--- config.mk ---
export PLATFORM = sky130hd
export DESIGN_NAME = uart_tx_arbiter
export DESIGN_NICKNAME = d
export VERILOG_FILES = /design/src/rtl/uart_tx_arbiter_pkg.sv /design/src/rtl/uart_tx_arbiter_rr.sv /design/src/rtl/uart_tx_arbiter.sv
export SDC_FILE = /design/constraint.sdc
export NUM_CORES = 1
export LEC_CHECK = 0
export ABC_AREA = 0
export CAP_MARGIN = 20
export CORE_ASPECT_RATIO = 1.75
export CORE_MARGIN = 5
export CORE_UTILIZATION = 46
export DETAILED_ROUTE_END_ITERATION = 8
export PLACE_DENSITY = 0.95
export SLEW_MARGIN = 20
export SYNTH_ARGS = -nofsm -noshare
export SYNTH_HDL_FRONTEND = slang
export SYNTH_HIERARCHICAL = 1
export SYNTH_SLANG_ARGS = --single-unit
--- constraint.sdc ---
create_clock -name clk -period 4.95 [get_ports clk]
set_input_delay 0.99 -clock clk [delete_from_list [all_inputs] [get_ports clk]]
set_output_delay 0.99 -clock clk [all_outputs]
set_load 0.01 [all_outputs]
--- src/rtl/uart_tx_arbiter_pkg.sv ---
`default_nettype none
// ============================================================================
// Module   : uart_tx_arbiter_pkg
// Brief    : Shared FSM state encoding and header-byte constant for the
//            UART transmit arbiter. The TAG state exists only when
//            UART_ARB_TAG_EN is defined.
// Revision : 1.0 - initial release
// ============================================================================
package uart_tx_arbiter_pkg;

    typedef enum logic [1:0] {
        ST_IDLE = 2'd0,
`ifdef UART_ARB_TAG_EN
        ST_TAG  = 2'd1,
`endif
        ST_XFER = 2'd2
    } state_t;

    // Header byte base; the low bits carry the grantee index.
    localparam logic [7:0] C_TAG_BASE = 8'hF0;

endpackage : uart_tx_arbiter_pkg
`default_nettype wire

--- src/rtl/uart_tx_arbiter_rr.sv ---
`default_nettype none
// ============================================================================
// Module   : rr_arbiter
// Brief    : Combinational round-robin arbiter. Priority starts at the
//            requester after i_ptr and wraps modulo N_REQ; output is one-hot.
// Revision : 1.0 - initial release
// ============================================================================
module rr_arbiter #(
    parameter int N_REQ = 4,
    localparam int IW   = $clog2(N_REQ)
) (
    input  logic [N_REQ-1:0] i_req,
    input  logic [IW-1:0]    i_ptr,
    output logic [N_REQ-1:0] o_grant
);

    logic [IW:0] w_idx;
    logic        w_found;

    // Scan from i_ptr+1 upward with wrap, first asserted request wins.
    always_comb begin
        o_grant = '0;
        w_found = 1'b0;
        w_idx   = '0;
        for (int i = 0; i < N_REQ; i++) begin
            w_idx = {1'b0, i_ptr} + (IW+1)'(i + 1);
            if (w_idx >= (IW+1)'(N_REQ)) begin
                w_idx = w_idx - (IW+1)'(N_REQ);
            end
            if (!w_found && i_req[w_idx[IW-1:0]]) begin
                o_grant[w_idx[IW-1:0]] = 1'b1;
                w_found                = 1'b1;
            end
        end
    end

endmodule : rr_arbiter
`default_nettype wire

--- src/rtl/uart_tx_arbiter.sv ---
`default_nettype none
// ============================================================================
// Module   : uart_tx_arbiter
// Brief    : Round-robin arbiter multiplexing N_REQ byte streams into one
//            UART transmit port with packet lock and MAX_BURST forced release.
//            Optional macro UART_ARB_TAG_EN inserts a header byte
//            (8'hF0 | grant_id) ahead of every grant.
// Revision : 1.0 - initial release
// ============================================================================
module uart_tx_arbiter
    import uart_tx_arbiter_pkg::*;
#(
    parameter int N_REQ     = 4,
    parameter int MAX_BURST = 16,
    localparam int IW       = $clog2(N_REQ)
) (
    input  logic               clk,
    input  logic               rst,
    input  logic [N_REQ-1:0]   req_valid,
    input  logic [N_REQ*8-1:0] req_data,
    input  logic [N_REQ-1:0]   req_last,
    output logic [N_REQ-1:0]   req_ready,
    output logic               tx_valid,
    output logic [7:0]         tx_data,
    input  logic               tx_ready,
    output logic               busy,
    output logic [IW-1:0]      grant_id
);

    localparam int BW = $clog2(MAX_BURST + 1);

    state_t            r_state;
    logic [IW-1:0]     r_grant_id;
    logic [BW-1:0]     r_burst;
    logic              r_tx_valid;
    logic [7:0]        r_tx_data;

    logic [N_REQ-1:0]  w_grant;
    logic [IW-1:0]     w_win;
    logic              w_free;
    logic              w_sel_valid;
    logic              w_sel_last;
    logic [7:0]        w_sel_data;
    logic              w_accept;

    rr_arbiter #(
        .N_REQ (N_REQ)
    ) u_rr (
        .i_req   (req_valid),
        .i_ptr   (r_grant_id),
        .o_grant (w_grant)
    );

    // One-hot grant to index.
    always_comb begin
        w_win = '0;
        for (int i = 0; i < N_REQ; i++) begin
            if (w_grant[i]) begin
                w_win = IW'(i);
            end
        end
    end

    assign w_free      = !r_tx_valid || tx_ready;
    assign w_sel_valid = req_valid[r_grant_id];
    assign w_sel_last  = req_last[r_grant_id];
    assign w_sel_data  = req_data[r_grant_id*8 +: 8];
    assign w_accept    = (r_state == ST_XFER) && w_sel_valid && w_free;

    // Only the current grantee may see ready, and only while transferring.
    always_comb begin
        req_ready             = '0;
        req_ready[r_grant_id] = w_accept;
    end

    // Arbitration FSM, burst counter and output byte register.
    always_ff @(posedge clk) begin
        if (rst) begin
            r_state    <= ST_IDLE;
            r_grant_id <= IW'(N_REQ - 1);
            r_burst    <= '0;
            r_tx_valid <= 1'b0;
            r_tx_data  <= 8'h00;
        end else begin
            // Drop valid after a handshake; a same-cycle load below overrides.
            if (r_tx_valid && tx_ready) begin
                r_tx_valid <= 1'b0;
            end
            case (r_state)
                ST_IDLE: begin
                    r_burst <= '0;
                    if (|req_valid) begin
                        r_grant_id <= w_win;
`ifdef UART_ARB_TAG_EN
                        r_state    <= ST_TAG;
`else
                        r_state    <= ST_XFER;
`endif
                    end
                end
`ifdef UART_ARB_TAG_EN
                ST_TAG: begin
                    // Header is emitted without consuming requester data.
                    if (w_free) begin
                        r_tx_valid <= 1'b1;
                        r_tx_data  <= C_TAG_BASE | {{(8-IW){1'b0}}, r_grant_id};
                        r_state    <= ST_XFER;
                    end
                end
`endif
                ST_XFER: begin
                    if (w_accept) begin
                        r_tx_valid <= 1'b1;
                        r_tx_data  <= w_sel_data;
                        if (w_sel_last || (r_burst == BW'(MAX_BURST - 1))) begin
                            r_state <= ST_IDLE;
                            r_burst <= '0;
                        end else begin
                            r_burst <= r_burst + BW'(1);
                        end
                    end
                end
                default: r_state <= ST_IDLE;
            endcase
        end
    end

    assign tx_valid = r_tx_valid;
    assign tx_data  = r_tx_data;
    assign grant_id = r_grant_id;
    assign busy     = (r_state != ST_IDLE) || r_tx_valid;

endmodule : uart_tx_arbiter
`default_nettype wire

* Word level (Yosys, flattened, before mapping) *
Index checks and enable logic that the tools add are counted.
Widths: inputs -> output; s select.

word-level totals
  register bits after elaboration = 18
  input port bits = 43
  output and inout port bits = 16
  word-level logic and storage cells = 110

operators by class
  $add $sub $neg = 9
  order comparisons = 14
  equality and inequality tests = 5
  shift-type cells = 1
  mux-type cells = 46
  bitwise logic cells = 4
  reduce and logical (&&, ||, !) cells = 26

operator list
  kind                 number
  $shiftx 32x6->8      1
  $mux 1               18
  $mux 2               9
  $mux 4               4
  $lt 2x3->1 const B   5
  $bmux 1 s2           6
  $ge 3x3->1 const B   4
  $or 4x4->4           3
  $logic_and 1x1->1    11
  $demux 1 s2          5
  $ge 2x1->1 const B   5
  $mux 5               2
  $pmux 5 s2           1
  $sub 2x1->2 const B  4
  $add 2x2->3 const B  2
  $reduce_and 2->1     3
  $add 5x1->5 const B  1
  $eq 5x4->1 const B   1
  $and 4x4->4          1
  $logic_not 1->1      4
  $ne 2x2->1 const B   2
  $pmux 2 s2           1
  $reduce_bool 2->1    2
  $reduce_or 4->1      1
  7 further kinds      9

* Depth between registers and ports, before layout *
Gate-level depths: netlist of run 1.

  word-level depth = 18
  gate-level depth with buffers = 11
  gate-level depth less buffers = 10

* Cells and area by module *
The synthesis of run 1 kept the hierarchy.

by module, submodules not included
  module           times used  cells each  area an instance (µm²)  seq. area each (µm²)
  uart_tx_arbiter  1           104         1063.5                  340.3
  rr_arbiter       1           38          357.8                   0.0

* Worst setup path before layout of run 1 *
Ideal clock, no wire load.

  path kind = input -> output
  start point = input tx_ready
  end point = output req_ready[2]
  data arrival time = 2.077 ns
  setup slack = 1.883 ns
  stages on the path = 5
  path buffers = 1
  path through = and2b_2 -> nor3b_4 -> o21ai_0 -> buf_2 -> nor3b_1

on the way
  word-level cells in the longest chain between the ends = 3

ends and longest elaborated chain
  element                line                   RTL
  start: declaration     uart_tx_arbiter.sv:25  input logic tx_ready,
  $logic_or 1x1->1       uart_tx_arbiter.sv:64  assign w_free = !r_tx_valid || tx_ready;
  $logic_and 1x1->1      uart_tx_arbiter.sv:68  assign w_accept = (r_state == ST_XFER) && w_sel_valid && w_free;
  $and 4x4->4 (no line)  --
  end: declaration       uart_tx_arbiter.sv:22  output logic [N_REQ-1:0] req_ready,

No other way between the ends.

* Final worst setup path of run 1 *
  start point = input req_valid[1]
  end point = output req_ready[2]

on the way
  word-level cells in the longest chain between the ends = 5

ends and longest elaborated chain
  element                         line                   RTL
  start: declaration              uart_tx_arbiter.sv:19  input logic [N_REQ-1:0] req_valid,
  $bmux 1 s2                      uart_tx_arbiter.sv:65  assign w_sel_valid = req_valid[r_grant_id];
  $mux 1 (implied by the code)    uart_tx_arbiter.sv:65
  $logic_and 1x1->1 (2 in a row)  uart_tx_arbiter.sv:68
  $and 4x4->4 (no line)           --

No other way between the ends. The select of a mux whose other input is x is not followed.

==> impl_metrics.yaml, run 1 <==
run_status:
  run_status: "finished, final reports clean"
worst_hold_path:
  hold_end: "r_burst[4]$_SDFFE_PP0P_"
  holdCritStartpoint: "r_burst[4]$_SDFFE_PP0P_"
  holdPathStages: 2
  hp-class: "register to register"
clocking:
  cts_made_buffers: 3
  cts_htree_levels: 1
  tritoncts: "done"
  hold_buffers: 0
  clk_pin_slew_ns: 0.07
  clockBufferDepth: 2
  cts_resized: 0
  cts_sinks: 17
  clk_latency_ns: 0.26
  clock-root-buffer: "clkbuf_8"
  post-cts-setup-buffer-count: 0
global_routing:
  antenna_found_initial: 0
  grt_usage_pct: 22.2
  grt_max_degree: 21
  overflow: 0
  grt_pass1_wl_mm: 6.87
  grt_pass1_vias: 1410
timing:
  fin_crit_ns: 4.16
  rsz0062_at_grt: "no"
  period_share_pct: 84.0
  fmax_mhz: 241
  slew_headroom_pct: 43.5
  tightest_slew_ns: 0.837
  fin_setup_tns_ns: 0
  setup_viol: 0
  drv_slew: 0
  fin_worst_skew_ns: 0.00353
  hold_viol_final: 0
placement:
  gp_congestion: 0.832
  hpwl_mm: 3.64
  dp_cells: 218
  portBuffers: 58
flow_run:
  drv_cap: 0
worst_setup_path:
  end_kind: "primary output"
  crit_path_frequent_cell: "clkdlybuf4s50_1"
  ff2ff_path_depth: 11
  path_cells: "clkdlybuf4s50_1 -> mux2_4 -> nor3b_4 -> o21ai_1 -> nor3b_1 -> clkdlybuf4s50_1"
  cp_max_fo: 7
  reg2reg_to: "grant_id[0]$_SDFFE_PP1P_"
  regToRegStartpoint: "grant_id[1]$_SDFFE_PP1P_"
  crit_family: "buffers and inverters"
  cp_slowest_cell: "o21ai_1"
  r2r_slack_ns: 1.57
  start_kind: "input port"
  path_buf_inv: 2
  critPathKind: "input port to primary output"
  cp.arrival_ns: 3.17
  slowest_delay_ns: 0.58
  worst_ep_required_time_ns: 3.96
drt:
  wire_per_inst_um: 20.1
  drt-initial-drc-count: 58
  ant_nets: 0
  route.detailed.drc: 0
  vias_per_cell: 6.01
  num_vias: 1334
  dr.pass1.iters: 4
  routed_wl_mm: 4.46
yosys:
  synthesis.nets: 189
  syn_avg_cell_area_um2: 10.1
  synthCells: 137
  ys_warn_count: 6
  syn_area_mm2: 0.00139
layout:
  num_antenna_cells: 0
  final_nets: 247
  syn_to_final_growth_pct: 45.4
  final_cells: 222
  drive_gt1_share_pct: 12.4
floorplanning:
  die_h_um: 82.6
  dieArea_mm2: 0.00425
  core_mm2: 0.00293
  rows: 26
  start_util_pct: 47.3
  die_width_um: 51.5
  ioPinCount: 59
power_and_ir_drop:
  p_total_uw: 864
  power-per-cell-area_mw_per_mm2: 429
  p_leak_nw: 0.840
  max-vdd-ir-drop_uv: 385
-- layout make-up --
class,instances,area [um2]
clock buffer,3,41.3
clock inverter,1,5.00
fill,211,913
inverter,12,45.0
multi-input combinational,100,945
sequential,17,340
tap,28,35.0
timing repair buffer,61,603
-- registers in the layout, summed over array words and instances (netlist names) --
signal / cells
grant_id: 2
r_burst: 5
r_state: 1
tx_data: 8
tx_valid: 1
-- worst min-delay path, stage by stage, from the launching register on --
cell and delay, ns:
dfxtp_1 0.31, inv_1 0.07, o31ai_1 0.07
-- how the worst max path moves through the flow --
| stage | from | to | cells after the start |
|---|---|---|---|
| 4_1_cts | req_valid[1] | req_ready[2] | 6 |
| 5_1_grt | tx_ready | req_ready[2] | 6 |
| 2_1_floorplan | tx_ready | req_ready[2] | 5 |
| 3_5_place_dp | req_valid[1] | req_ready[2] | 6 |
| 3_3_place_gp | req_valid[1] | req_ready[2] | 6 |
| 6_report | req_valid[1] | req_ready[2] | 6 |
-- metal layers --
metal	track usage [%]	part of all wire, %	wire (um)
met4	11.8	3.3	148
met1	18.6	30	1320
met3	4.85	7.5	335
met5	0	0	0
met2	45.5	60	2660
-- through the flow --
stage	setup WS [ns]	instance area (um2)	hold slack [ns]	util, %
after floorplan	1.88	1390	0.441	-
after global placement	0.930	1970	0.450	67.2
after detailed placement	0.790	1970	0.488	67.2
after CTS	0.799	2010	0.498	68.8
after global routing	0.673	2010	0.521	68.8
final	0.793	2010	0.497	68.8
-- placed cells by master, fill, tap and decap left out, types with 2 or more instances in the layout --
| cell | count |
|---|---|
| a21oi_1 | 4 |
| buf_4 | 3 |
| nand2b_1 | 4 |
| nor3b_1 | 5 |
| mux4_1 | 2 |
| inv_1 | 12 |
| dfxtp_1 | 17 |
| a31oi_1 | 2 |
| o2bb2ai_1 | 2 |
| nand2_1 | 8 |
| nor3_1 | 3 |
| nor2_1 | 13 |
| nor2b_1 | 2 |
| mux4_2 | 10 |
| o211ai_1 | 3 |
| mux2i_1 | 11 |
| clkbuf_8 | 3 |
| ha_1 | 9 |
| and3_1 | 2 |
| clkdlybuf4s50_1 | 58 |
| or2_2 | 2 |
-- power by group --
| part | switching (mW) | internal [mW] | leakage [nW] |
|---|---|---|---|
| clock network | 0.0506 | 0.0561 | 0.0255 |
| logic | 0.260 | 0.287 | 0.676 |
| registers | 0.0463 | 0.164 | 0.139 |
No activity file was read; power rests on OpenSTA's default activity.
==> run 2: changes to the inputs <==
Settings changed: CORE_UTILIZATION 46 to 43, PLACE_DENSITY 0.95 to 0.91.
Clock period 4.95 ns to 4.32 ns, I/O delays scaled along.
==> run 2 against run 1 <==
Net effect: hold slack worse by 0.0055 ns; core utilization down 4.1 points; worst setup slack worse by 0.19 ns; power up 12%; clock skew about the same; first-iteration DRC count down 29%; count of clock-buffer cells in the layout up 1; wire length down 16%; critical endpoint is now req_ready[0].
==> impl_metrics.yaml, run 2 (same netlist as run 1, synthesis figures left out) <==
layout:
  layout_common_cells: "clkdlybuf4s50_1, dfxtp_1, nor2_1"
  num_antenna_cells: 0
  largest_reg_flops: 8
  fillers: 256
  final_common_cell: "clkdlybuf4s50_1"
  final_cells: 237
  final_nets: 247
  drive_gt1_share_pct: 11.9
  multi_input_area_um2: 945
  syn_to_final_growth_pct: 46.7
  utilization_pct: 64.7
  regArea_um2: 340
drt:
  vias_per_cell: 5.47
  drt-initial-drc-count: 41
  dr.pass1.iters: 4
  num_vias: 1297
  routed_wl_mm: 3.74
  ant_nets: 0
  route.detailed.drc: 0
  wire_per_inst_um: 15.8
worst_setup_path:
  r2r_slack_ns: 1.01
  reg2reg_to: "grant_id[0]$_SDFFE_PP1P_"
  cp.arrival_ns: 2.85
  crit_path_frequent_cell: "clkdlybuf4s50_1"
  regToRegStartpoint: "grant_id[0]$_SDFFE_PP1P_"
  ff2ff_path_depth: 10
  cp_slowest_cell: "clkdlybuf4s50_1"
  critPathKind: "input port to primary output"
  end_kind: "primary output"
  worst_ep_required_time_ns: 3.46
  cp_max_fo: 9
  slowest_delay_ns: 0.57
  crit_start: "req_valid[3]"
  crit_end: "req_ready[0]"
  path_cells: "clkdlybuf4s50_1 -> mux2_4 -> nor3b_4 -> o21ai_1 -> buf_4 -> nor3_1 -> clkdlybuf4s50_1"
  start_kind: "input port"
timing:
  fmax_mhz: 269
  hold_viol_final: 0
  fin_setup_tns_ns: 0
  period_share_pct: 86.0
  fin_crit_ns: 3.72
  tightest_slew_ns: 0.782
  fin_worst_skew_ns: 0.00394
  setup_viol: 0
  rsz0062_at_grt: "no"
  slew_headroom_pct: 47.2
  drv_slew: 0
floorplanning:
  start_util_pct: 44.1
  core_mm2: 0.00314
  rows: 27
  die_h_um: 85.1
  die_width_um: 52.9
  ioPinCount: 59
  dieArea_mm2: 0.00450
clocking:
  clk_pin_slew_ns: 0.06
  tritoncts: "done"
  cts_made_buffers: 3
  cts_resized: 0
  cts_htree_levels: 1
  clockBufferDepth: 2
  clock-root-buffer: "clkbuf_8"
  post-cts-setup-buffer-count: 0
  hold_buffers: 0
  cts_sinks: 17
  clk_latency_ns: 0.25
worst_hold_path:
  holdCritStartpoint: "r_burst[4]$_SDFFE_PP0P_"
  hp-class: "register to register"
global_routing:
  grt_pass1_vias: 1381
  antenna_found_initial: 0
  grt_usage_pct: 17.8
  grt_max_degree: 21
  grt_pass1_wl_mm: 6.11
  overflow: 0
flow_run:
  drv_cap: 0
placement:
  dp_cells: 233
  gp_congestion: 0.868
  portBuffers: 58
  hpwl_mm: 3.04
power_and_ir_drop:
  p_total_uw: 966
  p_leak_nw: 0.837
  max-vdd-ir-drop_uv: 470
  power-per-cell-area_mw_per_mm2: 475
run_status:
  run_status: "finished, final reports clean"
## run 2: changes by cell type in the layout (fill, tap and decap cells not counted), sizes merged
cell,delta
clkinv,-1
clkbuf,+1
## run 2: layout make-up
class,count,area share (%)
Multi-Input combinational cell,100,46.5
Timing Repair Buffer,61,29.7
Sequential cell,17,16.7
Tap cell,43,2.65
Clock buffer,4,2.22
Inverter,12,2.22
## run 2: stage by stage
step | area [um2] | setup WS, ns | hold slack, ns
2_1_floorplan | 1390 | 1.51 | 0.441
3_3_place_gp | 1990 | 0.650 | 0.453
3_5_place_dp | 1990 | 0.609 | 0.484
4_1_cts | 2030 | 0.577 | 0.497
5_1_grt | 2030 | 0.482 | 0.522
6_report | 2030 | 0.603 | 0.492
## run 2: worst min-delay path by stage
| stage | cells after the start | slack [ns] | end |
|---|---|---|---|
| after floorplan | 1 | 0.44 | r_burst[0]$_SDFFE_PP0P_ |
| after global placement | 1 | 0.45 | r_burst[0]$_SDFFE_PP0P_ |
| after detailed placement | 2 | 0.48 | r_burst[4]$_SDFFE_PP0P_ |
| after CTS | 2 | 0.50 | r_burst[4]$_SDFFE_PP0P_ |
| after global routing | 2 | 0.52 | r_burst[4]$_SDFFE_PP0P_ |
| final | 2 | 0.49 | r_burst[4]$_SDFFE_PP0P_ |
## run 2: per-layer routing
| metal | track usage [%] | routed length (um) | vias up |
|---|---|---|---|
| li1 | - | - | 616 |
| met3 | 2.64 | 200 | 15 |
| met1 | 18.2 | 1300 | 619 |
| met2 | 31.9 | 2060 | 47 |
| met4 | 10.9 | 176 | 0 |
| met5 | 0 | 0 | - |
## run 2: worst max-delay path, delay by kind of cell
kind / cells / cell delay, ns
muxes: 1 / 0.18
and+or+nand+nor: 2 / 0.36
AOI/OAI and AO/OA: 1 / 0.12
buffers and inverters: 3 / 1.32
## run 2: power by group
part / leakage, nW / total [mW] / internal [mW] / switching, mW
clock network: 0.0228 / 0.118 / 0.0654 / 0.0525
registers: 0.139 / 0.248 / 0.188 / 0.0594
logic: 0.676 / 0.600 / 0.327 / 0.273
total: 0.837 / 0.966 / 0.581 / 0.384
==> run 3: changes to the inputs <==
Settings changed: CORE_UTILIZATION 43 to 44, CTS_BUF_LIST set to sky130_fd_sc_hd__clkbuf_2, PLACE_DENSITY 0.91 to 0.93.
==> run 3 against run 2 <==
Net effect: first-iteration DRC count is 56% lower; critical path depth fell by 1; flip-flop and latch count stayed put; clock power fell by 33%; count of clock-buffer cells in the layout decreased by 1; clock skew fell by 0.0013 ns; via count increased by 0.62%; hold slack better by 0.013 ns; critical path type unchanged; largest cell class unchanged; largest power group unchanged; highest routed layer unchanged.
==> impl_metrics.yaml, run 3 (same netlist as run 1, synthesis figures left out) <==
run_status:
  run_status: "finished, final reports clean"
power_and_ir_drop:
  switchingPower_uw: 380
  power-per-cell-area_mw_per_mm2: 458
  p_clk_share_pct: 8.6
  p_leak_nw: 0.835
  max-vdd-ir-drop_uv: 321
  internal_power_uw: 543
  p_seq_share_pct: 24.1
  power_frac_comb_pct: 67.3
  swShare_pct: 41.2
timing:
  fin_crit_ns: 3.65
  fin_setup_tns_ns: 0
  holdWs_ns: 0.505
  drv_slew: 0
  fin_worst_skew_ns: 0.00259
  hold_viol_final: 0
  setup_viol: 0
  fmax_mhz: 274
  rsz0062_at_grt: "no"
  tightest_slew_ns: 0.844
  period_share_pct: 84.4
  slew_headroom_pct: 43.0
  fin_ws_ns: 0.674
clocking:
  clock-root-buffer: "clkbuf_2"
  tritoncts: "done"
  cts_sinks: 17
  cts_resized: 0
  cts_made_buffers: 3
  clk_pin_slew_ns: 0.18
  clockBufferDepth: 2
  hold_buffers: 0
  cts_htree_levels: 1
  post-cts-setup-buffer-count: 0
  clk_latency_ns: 0.32
global_routing:
  grt_pass1_vias: 1348
  grt_max_degree: 21
  antenna_found_initial: 0
  overflow: 0
  grt_pass1_wl_mm: 5.95
  grt_usage_pct: 17.9
floorplanning:
  core_mm2: 0.00311
  dieArea_mm2: 0.00441
  rows: 27
  die_h_um: 84.2
  ioPinCount: 59
  start_util_pct: 44.6
  die_width_um: 52.4
worst_setup_path:
  cp.arrival_ns: 2.78
  ff2ff_path_depth: 10
  end_kind: "primary output"
  cp_max_fo: 6
  worst_ep_required_time_ns: 3.46
  critPathKind: "input port to primary output"
  start_kind: "input port"
layout:
  final_common_cell: "clkdlybuf4s50_1"
  final_nets: 248
  largest_reg_flops: 8
  layout_common_cells: "clkdlybuf4s50_1, dfxtp_1, nor2_1"
  syn_to_final_growth_pct: 45.4
  num_antenna_cells: 0
  drive_gt1_share_pct: 12.8
drt:
  drt-initial-drc-count: 18
  route.detailed.drc: 0
  wire_per_inst_um: 15.9
  routed_wl_mm: 3.79
  num_vias: 1305
  ant_nets: 0
  dr.pass1.iters: 4
  vias_per_cell: 5.48
worst_hold_path:
  holdPathStages: 2
  hp-class: "register to register"
placement:
  portBuffers: 58
  dpl_worst_slack_ns: 0.683
  gp_congestion: 0.716
  hpwl_mm: 3.04
flow_run:
  drv_cap: 0
-- run 3: area by class of cell --
class                           count  area, um2
Sequential cell                    17        340
Clock buffer                        3       15.0
Inverter                           12       45.0
Multi-Input combinational cell    100        945
Fill cell                         257       1090
Clock inverter                      1       5.00
Timing Repair Buffer               62        611
Tap cell                           43       53.8
-- run 3: per-stage QoR --
step           util, %  total power, mW  area [um2]  cells
2_1_floorplan        -            0.669        1390    137
3_3_place_gp      64.2            0.828        1990    234
3_5_place_dp      64.2            0.848        1990    234
4_1_cts           64.8            0.925        2010    238
5_1_grt           64.8            0.992        2010    238
6_report          64.8            0.923        2010    238
-- run 3: path summary, 6_finish.rpt --
check | start | endpoint | slack (ns)
setup / recovery | req_valid[1] | req_ready[2] | 0.67
hold / removal | r_burst[4]$_SDFFE_PP0P_ | r_burst[4]$_SDFFE_PP0P_ | 0.51
setup reg to reg | grant_id[1]$_SDFFE_PP1P_ | grant_id[0]$_SDFFE_PP1P_ | 1.16
hold reg to reg | r_burst[4]$_SDFFE_PP0P_ | r_burst[4]$_SDFFE_PP0P_ | 0.51
-- run 3: power groups by stage --
stage | clock, mW | combinational [mW] | sequential (mW)
6_report | 0.0793 | 0.621 | 0.223
3_5_place_dp | 0 | 0.621 | 0.227
3_3_place_gp | 0 | 0.604 | 0.225
2_1_floorplan | 0 | 0.427 | 0.242
4_1_cts | 0.0799 | 0.623 | 0.223
5_1_grt | 0.0884 | 0.675 | 0.228
-- run 3: worst max-delay path, cell delays in order --
cell             delay, ns
clkdlybuf4s50_1       0.57
mux2_4                0.19
nor3b_4               0.22
o21ai_1               0.16
nor3b_1               0.22
clkdlybuf4s50_1       0.56
-- run 3: per-layer routing --
layer,up-vias,track usage [%],part of all wire (%)
met1,630,17.1,35
met2,51,33.5,56
li1,616,-,-
met3,8,2.84,5.3
met5,-,0,0
met4,0,10.5,3.5
==> RTL edit: new RTL, settings of run 2 <==
The parameter `MAX_BURST` goes from 16 to 32.
--- a/src/rtl/uart_tx_arbiter.sv
+++ b/src/rtl/uart_tx_arbiter.sv
@@ -12,5 +12,5 @@
 #(
     parameter int N_REQ     = 4,
-    parameter int MAX_BURST = 16,
+    parameter int MAX_BURST = 32,
     localparam int IW       = $clog2(N_REQ)
 ) (
Function: same outputs for any inputs over 10 cycles, from zero or initial values and one cycle with rst high; that may be too few to reach the edited logic, so the function may still have changed.
==> RTL edit against run 2 <==
  * Area after synthesis up 1.1%
  * Count of clock-buffer cells in the layout unchanged
  * Non-clock buffer count is 1 higher
  * Design area grew 2.1%
  * Power down 0.98%
  * Register-to-register slack improved by 490 ps
  * Sequential cell count rose by 1
  * First-iteration DRC count fell by 54%
  * Maximum frequency shrank 1.9%
  * Setup slack lost 72 ps
  * Sequential share of layout area up 0.62 points
  * Utilization grew 1.4 points
  * Routed wire length grew 8.5%
==> RTL edit: results (changes against run 2) <==
[timing]
slew_viol_final=0  ; unchanged
worst_max_slew_margin_expressed_relative_to_the_limit=0.512  ; +0.0404
worst_clock_skew_ps=2.77  ; -1.17 ps
finalSetupTns_ps=0  ; unchanged

[finish]
flip_flop_count_of_the_largest_register_after_layout=8  ; unchanged
layout-drive-gt1-share=0.108  ; -0.0109
layoutNonFillerInstCount=238  ; +0.42%
finish.instance_area_um2=2070  ; +2.1%
fin_nets=247  ; unchanged
fill_cells=252  ; -1.6%
number_of_antenna_repair_diodes=0  ; unchanged

[grt]
grtUsageTotal=0.196  ; +0.0187
grt_pass1_wl_um=6550  ; +7.2%
grt_pass1_vias=1456  ; +5.4%
grt_start_max_net_pins=24  ; +14%
antenna_found_initial=0  ; unchanged

[outcome]
run_status=complete, no violations

[worst_setup_path]
worst-path-max-fanout=7  ; -2
crit_arrival_ps=2920  ; +70 ps
cp_slowest_stage_delay_ps=600  ; +30 ps

[place]
global_placement_routability_congestion=0.807  ; -7.1%
dp.cells=234  ; +0.43%
postPlaceCellArea_um2=2020  ; +1.6%
post_placement_setup_slack_ps=530  ; -79.0 ps
dp_hpwl_um=3290  ; +8.2%
port-buffer-count=58  ; unchanged

[detailed_routing]
route.detailed.wl_per_inst_um=17.1  ; +8.0%
drt_first_iter_violations=19  ; -54%
num_vias=1321  ; +1.9%

[synthesis]
post_synth.cell_area_avg_um2=10.3  ; +1.8%
syn_nets=187  ; -1.1%

[clocking]
htree_levels=1  ; unchanged
ctsRootBufferMaster=sky130_fd_sc_hd__clkbuf_8
cts-root-to-sink-buffers=2  ; unchanged
number_of_cells_upsized_or_downsized_after_cts=0  ; unchanged
post_cts_setup_driven_buffer_insertion_count=0  ; unchanged
tritoncts.num_buffers=3  ; unchanged
clk_transition_reported_paths_ps=70

[power]
swShare=0.385  ; -0.0134
total_leakage_power_nw=0.836  ; -0.20%
vdd_drop_max_uv=389  ; -17%

[worst_hold_path]
min-delay-path-class=reg2reg

-- RTL edit: power groups by stage --
stage / combinational (mW) / sequential, mW / clock [mW]
final: 0.595 / 0.220 / 0.141
after global routing: 0.646 / 0.223 / 0.150
after CTS: 0.598 / 0.219 / 0.144
after detailed placement: 0.595 / 0.223 / 0
after global placement: 0.580 / 0.219 / 0
after floorplan: 0.394 / 0.249 / 0
-- RTL edit: area by class of cell --
class / count / share of cell area
timing repair buffer: 62 / 0.294
clock buffer: 4 / 0.0265
tap: 43 / 0.0259
sequential: 18 / 0.174
inverter: 10 / 0.0181
multi-input combinational: 101 / 0.461
-- RTL edit: tightest hold or removal path: stages (launching register included) --
cell	delay (ps)
sky130_fd_sc_hd__dfxtp_1	340
sky130_fd_sc_hd__nand2_1	60
sky130_fd_sc_hd__a21oi_1	50
-- RTL edit: path summary, 6_finish.rpt --
| check | from | to | slack, ps | depth (start not counted) |
|---|---|---|---|---|
| setup / recovery | req_valid[1] | req_ready[2] | 530 | 6 |
| hold reg to reg | r_burst[1] | r_burst[1] | 500 | 2 |
| hold / removal | r_burst[1] | r_burst[1] | 500 | 2 |
| setup reg to reg | grant_id[0] | grant_id[0] | 1500 | 10 |
-- RTL edit: metal layers --
layer  wire length, µm  global-route usage  vias up
met5                 0                   0        -
met4                63              0.0860        0
met2              2560               0.406       27
met3               123              0.0299        4
met1              1310               0.166      657
li1                  -                   -      633
